## src/rtl/vram_arbiter_if.sv

```systemverilog
// Signal bundle between the VRAM arbiter, the H/V timing chain, the CPU bus and the playfield RAM.
// slave = arbiter side, master = surrounding system (timing, CPU, RAM).
interface vram_arbiter_if #(
  parameter int ADDR_W = 10,
  parameter int DATA_W = 8
);
  // timing chain
  logic              pix_ce;
  logic [2:0]        hcnt_lo;
  logic              vblank;
  // video fetch port
  logic [ADDR_W-1:0] vid_addr;
  logic [DATA_W-1:0] vid_data;
  logic              vid_valid;
  logic              vid_late;
  // CPU port
  logic              cpu_req;
  logic              cpu_we;
  logic [ADDR_W-1:0] cpu_addr;
  logic [DATA_W-1:0] cpu_wdata;
  logic [DATA_W-1:0] cpu_rdata;
  logic              cpu_ack;
  logic              cpu_wait;
  // RAM port
  logic [ADDR_W-1:0] ram_addr;
  logic              ram_we;
  logic [DATA_W-1:0] ram_wdata;
  logic [DATA_W-1:0] ram_rdata;

  modport slave (
    input  pix_ce, hcnt_lo, vblank, vid_addr,
    input  cpu_req, cpu_we, cpu_addr, cpu_wdata,
    input  ram_rdata,
    output vid_data, vid_valid, vid_late,
    output cpu_rdata, cpu_ack, cpu_wait,
    output ram_addr, ram_we, ram_wdata
  );

  modport master (
    output pix_ce, hcnt_lo, vblank, vid_addr,
    output cpu_req, cpu_we, cpu_addr, cpu_wdata,
    output ram_rdata,
    input  vid_data, vid_valid, vid_late,
    input  cpu_rdata, cpu_ack, cpu_wait,
    input  ram_addr, ram_we, ram_wdata
  );
endinterface

```

## src/rtl/vram_arbiter.sv

```systemverilog
// Time-slot arbiter sharing one single-port video RAM between the tile fetch and the CPU.
// Define VRAM_VBLANK_OPEN_EN to open the CPU window on every hcnt_lo value during vblank.
module vram_arbiter #(
  parameter int         ADDR_W    = 10,
  parameter int         DATA_W    = 8,
  parameter logic [2:0] VID_SLOT  = 3'd0,
  parameter logic [2:0] CPU_FIRST = 3'd4,
  parameter logic [2:0] CPU_LAST  = 3'd6
) (
  input  logic          clk,
  input  logic          nRESET,
  vram_arbiter_if.slave vbus
);

  typedef enum logic [2:0] {
    S_IDLE,
    S_VID_A,
    S_VID_D,
    S_CPU_A,
    S_CPU_D
  } state_t;

  state_t r_state;
  state_t w_state_nxt;

  logic              w_fetch_req;
  logic              w_in_window;
  logic              w_cpu_start;
  logic              w_cpu_go;
  logic              w_vid_done;
  logic              w_cpu_done;
  logic [ADDR_W-1:0] w_ram_addr_nxt;
  logic              w_ram_we_nxt;
  logic [DATA_W-1:0] w_ram_wdata_nxt;

  logic              r_vid_pend;
  logic [ADDR_W-1:0] r_vid_addr;
  logic              r_cpu_armed;
  logic              r_cpu_we_lat;
  logic [ADDR_W-1:0] r_ram_addr;
  logic              r_ram_we;
  logic [DATA_W-1:0] r_ram_wdata;
  logic [DATA_W-1:0] r_vid_data;
  logic              r_vid_valid;
  logic              r_vid_late;
  logic [DATA_W-1:0] r_cpu_rdata;
  logic              r_cpu_ack;

  assign w_fetch_req = vbus.pix_ce && (vbus.hcnt_lo == VID_SLOT) && !vbus.vblank;

`ifdef VRAM_VBLANK_OPEN_EN
  assign w_in_window = vbus.vblank ||
                       ((vbus.hcnt_lo >= CPU_FIRST) && (vbus.hcnt_lo <= CPU_LAST));
`else
  assign w_in_window = (vbus.hcnt_lo >= CPU_FIRST) && (vbus.hcnt_lo <= CPU_LAST);
`endif

  // A fetch request on this very edge beats a CPU start; the CPU retries from the next IDLE.
  assign w_cpu_start = vbus.cpu_req && r_cpu_armed && w_in_window && !w_fetch_req;

  always_ff @(posedge clk or negedge nRESET) begin
    if (!nRESET) r_state <= S_IDLE;
    else         r_state <= w_state_nxt;
  end

  always_comb begin
    // NOTE: every signal gets a default before the case so no path leaves it unassigned (no latch).
    w_state_nxt     = r_state;
    w_cpu_go        = 1'b0;
    w_vid_done      = 1'b0;
    w_cpu_done      = 1'b0;
    w_ram_addr_nxt  = r_ram_addr;
    w_ram_we_nxt    = 1'b0;
    w_ram_wdata_nxt = r_ram_wdata;
    case (r_state)
      S_IDLE: begin
        if (r_vid_pend) begin
          w_state_nxt    = S_VID_A;
          w_ram_addr_nxt = r_vid_addr;
        end else if (w_cpu_start) begin
          w_state_nxt     = S_CPU_A;
          w_cpu_go        = 1'b1;
          w_ram_addr_nxt  = vbus.cpu_addr;
          w_ram_we_nxt    = vbus.cpu_we;
          w_ram_wdata_nxt = vbus.cpu_wdata;
        end
      end
      S_VID_A: w_state_nxt = S_VID_D;
      S_VID_D: begin
        w_state_nxt = S_IDLE;
        w_vid_done  = 1'b1;
      end
      S_CPU_A: w_state_nxt = S_CPU_D;
      S_CPU_D: begin
        w_state_nxt = S_IDLE;
        w_cpu_done  = 1'b1;
      end
      default: w_state_nxt = S_IDLE;
    endcase
  end

  // Async reset drops ram_we immediately, so a write caught mid-access never lands.
  always_ff @(posedge clk or negedge nRESET) begin
    if (!nRESET) begin
      r_vid_pend   <= 1'b0;
      r_vid_addr   <= '0;
      r_cpu_armed  <= 1'b1;
      r_cpu_we_lat <= 1'b0;
      r_ram_addr   <= '0;
      r_ram_we     <= 1'b0;
      r_ram_wdata  <= '0;
      r_vid_data   <= '0;
      r_vid_valid  <= 1'b0;
      r_vid_late   <= 1'b0;
      r_cpu_rdata  <= '0;
      r_cpu_ack    <= 1'b0;
    end else begin
      // NOTE: non-blocking assignments so every register here sees pre-edge values.
      r_ram_addr  <= w_ram_addr_nxt;
      r_ram_we    <= w_ram_we_nxt;
      r_ram_wdata <= w_ram_wdata_nxt;
      r_vid_valid <= w_vid_done;
      r_cpu_ack   <= w_cpu_done;

      if (w_cpu_go)                    r_cpu_we_lat <= vbus.cpu_we;
      if (w_vid_done)                  r_vid_data   <= vbus.ram_rdata;
      if (w_cpu_done && !r_cpu_we_lat) r_cpu_rdata  <= vbus.ram_rdata;

      if (w_fetch_req) begin
        r_vid_pend <= 1'b1;
        r_vid_addr <= vbus.vid_addr;
        if (r_vid_pend) r_vid_late <= 1'b1;
      end else if (w_vid_done) begin
        r_vid_pend <= 1'b0;
      end

      // A held request must be seen low before another access may start.
      if (w_cpu_done)         r_cpu_armed <= 1'b0;
      else if (!vbus.cpu_req) r_cpu_armed <= 1'b1;
    end
  end

  assign vbus.ram_addr  = r_ram_addr;
  assign vbus.ram_we    = r_ram_we;
  assign vbus.ram_wdata = r_ram_wdata;
  assign vbus.vid_data  = r_vid_data;
  assign vbus.vid_valid = r_vid_valid;
  assign vbus.vid_late  = r_vid_late;
  assign vbus.cpu_rdata = r_cpu_rdata;
  assign vbus.cpu_ack   = r_cpu_ack;
  assign vbus.cpu_wait  = vbus.cpu_req && !r_cpu_ack;

endmodule

```

## src/flat_wrapper.sv

```systemverilog
// flat-port wrapper written by rule: the top's interface ports become plain ports
module vram_arbiter_flat 
#(
  parameter int         ADDR_W    = 10,
  parameter int         DATA_W    = 8,
  parameter logic [2:0] VID_SLOT  = 3'd0,
  parameter logic [2:0] CPU_FIRST = 3'd4,
  parameter logic [2:0] CPU_LAST  = 3'd6
)
  (clk, nRESET, vbus_pix_ce, vbus_hcnt_lo, vbus_vblank, vbus_vid_addr, vbus_cpu_req, vbus_cpu_we, vbus_cpu_addr, vbus_cpu_wdata, vbus_ram_rdata, vbus_vid_data, vbus_vid_valid, vbus_vid_late, vbus_cpu_rdata, vbus_cpu_ack, vbus_cpu_wait, vbus_ram_addr, vbus_ram_we, vbus_ram_wdata);
  vram_arbiter_if #(.ADDR_W(ADDR_W), .DATA_W(DATA_W)) vbus_i ();
  input  logic clk;
  input  logic nRESET;
  input wire logic [$bits(vbus_i.pix_ce)-1:0] vbus_pix_ce;
  input wire logic [$bits(vbus_i.hcnt_lo)-1:0] vbus_hcnt_lo;
  input wire logic [$bits(vbus_i.vblank)-1:0] vbus_vblank;
  input wire logic [$bits(vbus_i.vid_addr)-1:0] vbus_vid_addr;
  input wire logic [$bits(vbus_i.cpu_req)-1:0] vbus_cpu_req;
  input wire logic [$bits(vbus_i.cpu_we)-1:0] vbus_cpu_we;
  input wire logic [$bits(vbus_i.cpu_addr)-1:0] vbus_cpu_addr;
  input wire logic [$bits(vbus_i.cpu_wdata)-1:0] vbus_cpu_wdata;
  input wire logic [$bits(vbus_i.ram_rdata)-1:0] vbus_ram_rdata;
  output wire logic [$bits(vbus_i.vid_data)-1:0] vbus_vid_data;
  output wire logic [$bits(vbus_i.vid_valid)-1:0] vbus_vid_valid;
  output wire logic [$bits(vbus_i.vid_late)-1:0] vbus_vid_late;
  output wire logic [$bits(vbus_i.cpu_rdata)-1:0] vbus_cpu_rdata;
  output wire logic [$bits(vbus_i.cpu_ack)-1:0] vbus_cpu_ack;
  output wire logic [$bits(vbus_i.cpu_wait)-1:0] vbus_cpu_wait;
  output wire logic [$bits(vbus_i.ram_addr)-1:0] vbus_ram_addr;
  output wire logic [$bits(vbus_i.ram_we)-1:0] vbus_ram_we;
  output wire logic [$bits(vbus_i.ram_wdata)-1:0] vbus_ram_wdata;
  assign vbus_i.pix_ce = vbus_pix_ce;
  assign vbus_i.hcnt_lo = vbus_hcnt_lo;
  assign vbus_i.vblank = vbus_vblank;
  assign vbus_i.vid_addr = vbus_vid_addr;
  assign vbus_i.cpu_req = vbus_cpu_req;
  assign vbus_i.cpu_we = vbus_cpu_we;
  assign vbus_i.cpu_addr = vbus_cpu_addr;
  assign vbus_i.cpu_wdata = vbus_cpu_wdata;
  assign vbus_i.ram_rdata = vbus_ram_rdata;
  assign vbus_vid_data = vbus_i.vid_data;
  assign vbus_vid_valid = vbus_i.vid_valid;
  assign vbus_vid_late = vbus_i.vid_late;
  assign vbus_cpu_rdata = vbus_i.cpu_rdata;
  assign vbus_cpu_ack = vbus_i.cpu_ack;
  assign vbus_cpu_wait = vbus_i.cpu_wait;
  assign vbus_ram_addr = vbus_i.ram_addr;
  assign vbus_ram_we = vbus_i.ram_we;
  assign vbus_ram_wdata = vbus_i.ram_wdata;
  vram_arbiter #(.ADDR_W(ADDR_W), .DATA_W(DATA_W), .VID_SLOT(VID_SLOT), .CPU_FIRST(CPU_FIRST), .CPU_LAST(CPU_LAST)) u_core (.clk(clk), .nRESET(nRESET), .vbus(vbus_i));
endmodule
```

## config.mk

```make
export PLATFORM = sky130hd
export DESIGN_NAME = vram_arbiter_flat
export DESIGN_NICKNAME = d
export VERILOG_FILES = /design/src/rtl/vram_arbiter_if.sv /design/src/rtl/vram_arbiter.sv /design/src/flat_wrapper.sv
export SDC_FILE = /design/constraint.sdc
export NUM_CORES = 1
export LEC_CHECK = 0
export ABC_AREA = 1
export CAP_MARGIN = 20
export CORE_ASPECT_RATIO = 1.2
export CORE_UTILIZATION = 47
export DETAILED_ROUTE_END_ITERATION = 6
export GPL_ROUTABILITY_DRIVEN = 0
export PLACE_DENSITY = 0.84
export SYNTH_ARGS = -nofsm -noshare
export SYNTH_HDL_FRONTEND = slang
export SYNTH_SLANG_ARGS = --single-unit
```

## constraint.sdc

```tcl
create_clock -name clk -period 3.25 [get_ports clk]
set_clock_uncertainty 0.15 [all_clocks]
set_input_delay 0.4875 -clock clk [delete_from_list [all_inputs] [get_ports clk]]
set_output_delay 0.4875 -clock clk [all_outputs]
set_load 0.005 [all_outputs]
```

==> metrics.txt <==
Synth area leaders dfrtp_1, nand2_1, nand3_1; worst rel slew slack 0.5292; Post-Syn Instances around 260; Synth Cell Area between 2000 and 2500 um2; cts repair resizes 0; Min Clock Period, post-route ~2.2 ns; post-route ant nets 0; CTS Buf Count 5; Worst Setup End Kind primary output; Via-to-Cell Ratio about 4.9; core area 4628 um2; max-slew violations 0; Filler Cell Count between 300 and 400; Sink Count 54; commonest non-fill, non-tap cell in the layout nand2_1; die area ~5200 um2; vias in the first global route 1836; RSZ-0062 raised after global routing no; Antenna diodes 0; ratio of cells with drive above 1 in the final layout 0.07895; Clk Latency, worst-skew pair 0.31 ns; fmax 0.4469 GHz; register clock-pin slew on the reported worst setup and hold paths 0.09 ns; # Post-CTS Setup Buffers 0; H-Tree Depth 2; Setup CP Type in -> out; nets about 390; Bufs on Longest Clock Path 2; Avg WL per Cell 12.82 um; Bufs and invs on worst path 3; CTS root buf clkbuf_8; area delta synth->final 42.89%; worst path required time 2.61 ns; mean post-synth cell area 8.831 um2; commonest cells after routing, fill and taps aside nand2_1, clkdlybuf4s50_1, dfrtp_1, nand3_1, inv_1; maximum vdd drop 0.4749 mV; CP cell instances clkdlybuf4s50_1 -> inv_1 -> nor2_1 -> clkdlybuf4s50_1; Yosys reg bits between 50 and 60; Leak ~1.6 nW; setup_tns 0 ns; register area 1353 um2; vias after detailed routing 1947; Critical-path top delay cell clkdlybuf4s50_1; element type at the critical path start input pin; Syn Nets between 300 and 400; Initial Utilization 0.4942; post-route clock period utilization 0.6885; initial drt markers between 100 and 150; num rows 27; global-route usage over all layers 0.2130; WHS 0.3243 ns; Seq/Total Area, Yosys 0.5914; global route overflow 0; Ys Warns 0; fin util 0.7061; post-synth top area share 0.5799; Die Ht 78.42 um; crit path max fanout 3; Synth area leader dfrtp_1; count of cell types in the netlist 21; CP arrival 1.60 ns; DRT Pass-1 Iters 4; global-route wire length before repair 8314 um; PortBufs 83; max-capacitance violation count 0; Detailed Place HPWL 3749 um; antenna violations before repair 0; largest net degree at the start of global routing 46; # setup viols final 0; crit-path max cell delay 0.50 ns; Die Wd 65.68 um; Multi-input gate area 794.5 um2; outcome finished, final reports clean; I/O Pins 84; worst slew pin tran 0.7036 ns; CTS tree yes; CP delay by family, top buffers and inverters; final hold vios 0; most used cell, CP clkdlybuf4s50_1; drt drc 0; Power Density approximately 790 nW/um2; Min-Delay Path Class reg -> reg; final wirelength approximately 5100 um
## cell families after synthesis
family                 synth area share
and+or+nand+nor                  0.2883
DFF                              0.5914
buffers and inverters           0.06127
AOI/OAI and AO/OA               0.05908
## layer usage
| metal | wire length [um] | vias to the layer above | part of all wire | global-route usage |
|---|---|---|---|---|
| met5 | 0 | - | 0 | 0 |
| met4 | 87 | 0 | 0.017 | 0.07826 |
| met3 | 265 | 8 | 0.052 | 0.05233 |
| met2 | 2603 | 68 | 0.51 | 0.3571 |
| met1 | 2170 | 899 | 0.42 | 0.2613 |
| li1 | - | 972 | - | - |
## cell usage after synthesis
cell,n
nand2_1,109
dfrtp_1,53
nand3_1,31
inv_1,16
o21ai_1,8
o21ai_2,8
buf_2,7
nor2_1,7
clkbuf_1,3
inv_2,3
buf_6,2
nand2_2,2
nor3_4,2
a21oi_1,1
dfstp_2,1
nand2_4,1
nor3_1,1
nor3b_1,1
o211ai_1,1
o21ai_0,1
o21bai_1,1
## worst min-delay path, stage by stage, from the launching register on
cell and delay, ns:
dfrtp_1 0.35, nand2_1 0.05, nand2_1 0.04
## power breakdown
part	leakage [nW]	switching (mW)	internal, mW
Clock	0.0524	0.210	0.231
Sequential	0.672	0.166	0.936
Combinational	0.896	0.458	0.568
Total	1.62	0.834	1.73
## final timing paths
kind / from / slack, ns / cells after the start / end
worst max-delay path: vbus_cpu_req / 1.01 / 4 / vbus_cpu_wait
worst min-delay path: u_core.vbus.ram_addr[5]$_DFFE_PN0P_ / 0.32 / 2 / u_core.vbus.ram_addr[5]$_DFFE_PN0P_
worst max register to register: u_core.r_state[0]$_DFFE_PN0P_ / 1.19 / 6 / u_core.vbus.ram_wdata[2]$_DFFE_PN0P_
worst min register to register: u_core.vbus.ram_addr[5]$_DFFE_PN0P_ / 0.32 / 2 / u_core.vbus.ram_addr[5]$_DFFE_PN0P_
max in group asynchronous: nRESET / 1.83 / 4 / u_core.vbus.cpu_rdata[1]$_DFFE_PN0P_
min in group asynchronous: nRESET / 0.46 / 2 / u_core.r_vid_addr[7]$_DFFE_PN0P_
## what timing repair did
item	CTS	global route
endpoints found under the hold margin	0	13
setup endpoints to repair	0	0
hold buffers	0	1
## sequential cells by signal, summed over array words and instances (netlist names)
register / cells
u_core.r_vid_addr: 10
u_core.vbus.ram_addr: 10
u_core.vbus.cpu_rdata: 8
u_core.vbus.ram_wdata: 8
u_core.vbus.vid_data: 8
u_core.r_state: 3
u_core.r_cpu_armed: 1
u_core.r_cpu_we_lat: 1
u_core.r_vid_pend: 1
u_core.vbus.cpu_ack: 1
u_core.vbus.ram_we: 1
u_core.vbus.vid_late: 1
u_core.vbus.vid_valid: 1
## final cells by class
class	count	area share
sequential	54	0.4139
clock inverter	1	0.009188
tap	58	0.02221
multi-input combinational	174	0.2431
clock buffer	7	0.02335
inverter	19	0.02182
timing repair buffer	87	0.2665
## stage by stage
step           setup WS [ns]  instance area, um2  power [mW]  instances
3_3_place_gp          0.9760                3132       2.104        390
3_5_place_dp          0.8733                3132       2.141        390
6_report               1.012                3268       2.568        400
5_1_grt               0.9678                3268       2.745        400
4_1_cts                1.009                3238       2.584        398
2_1_floorplan          1.880                2287       1.565        259
Power figures use the tool's default switching activity.
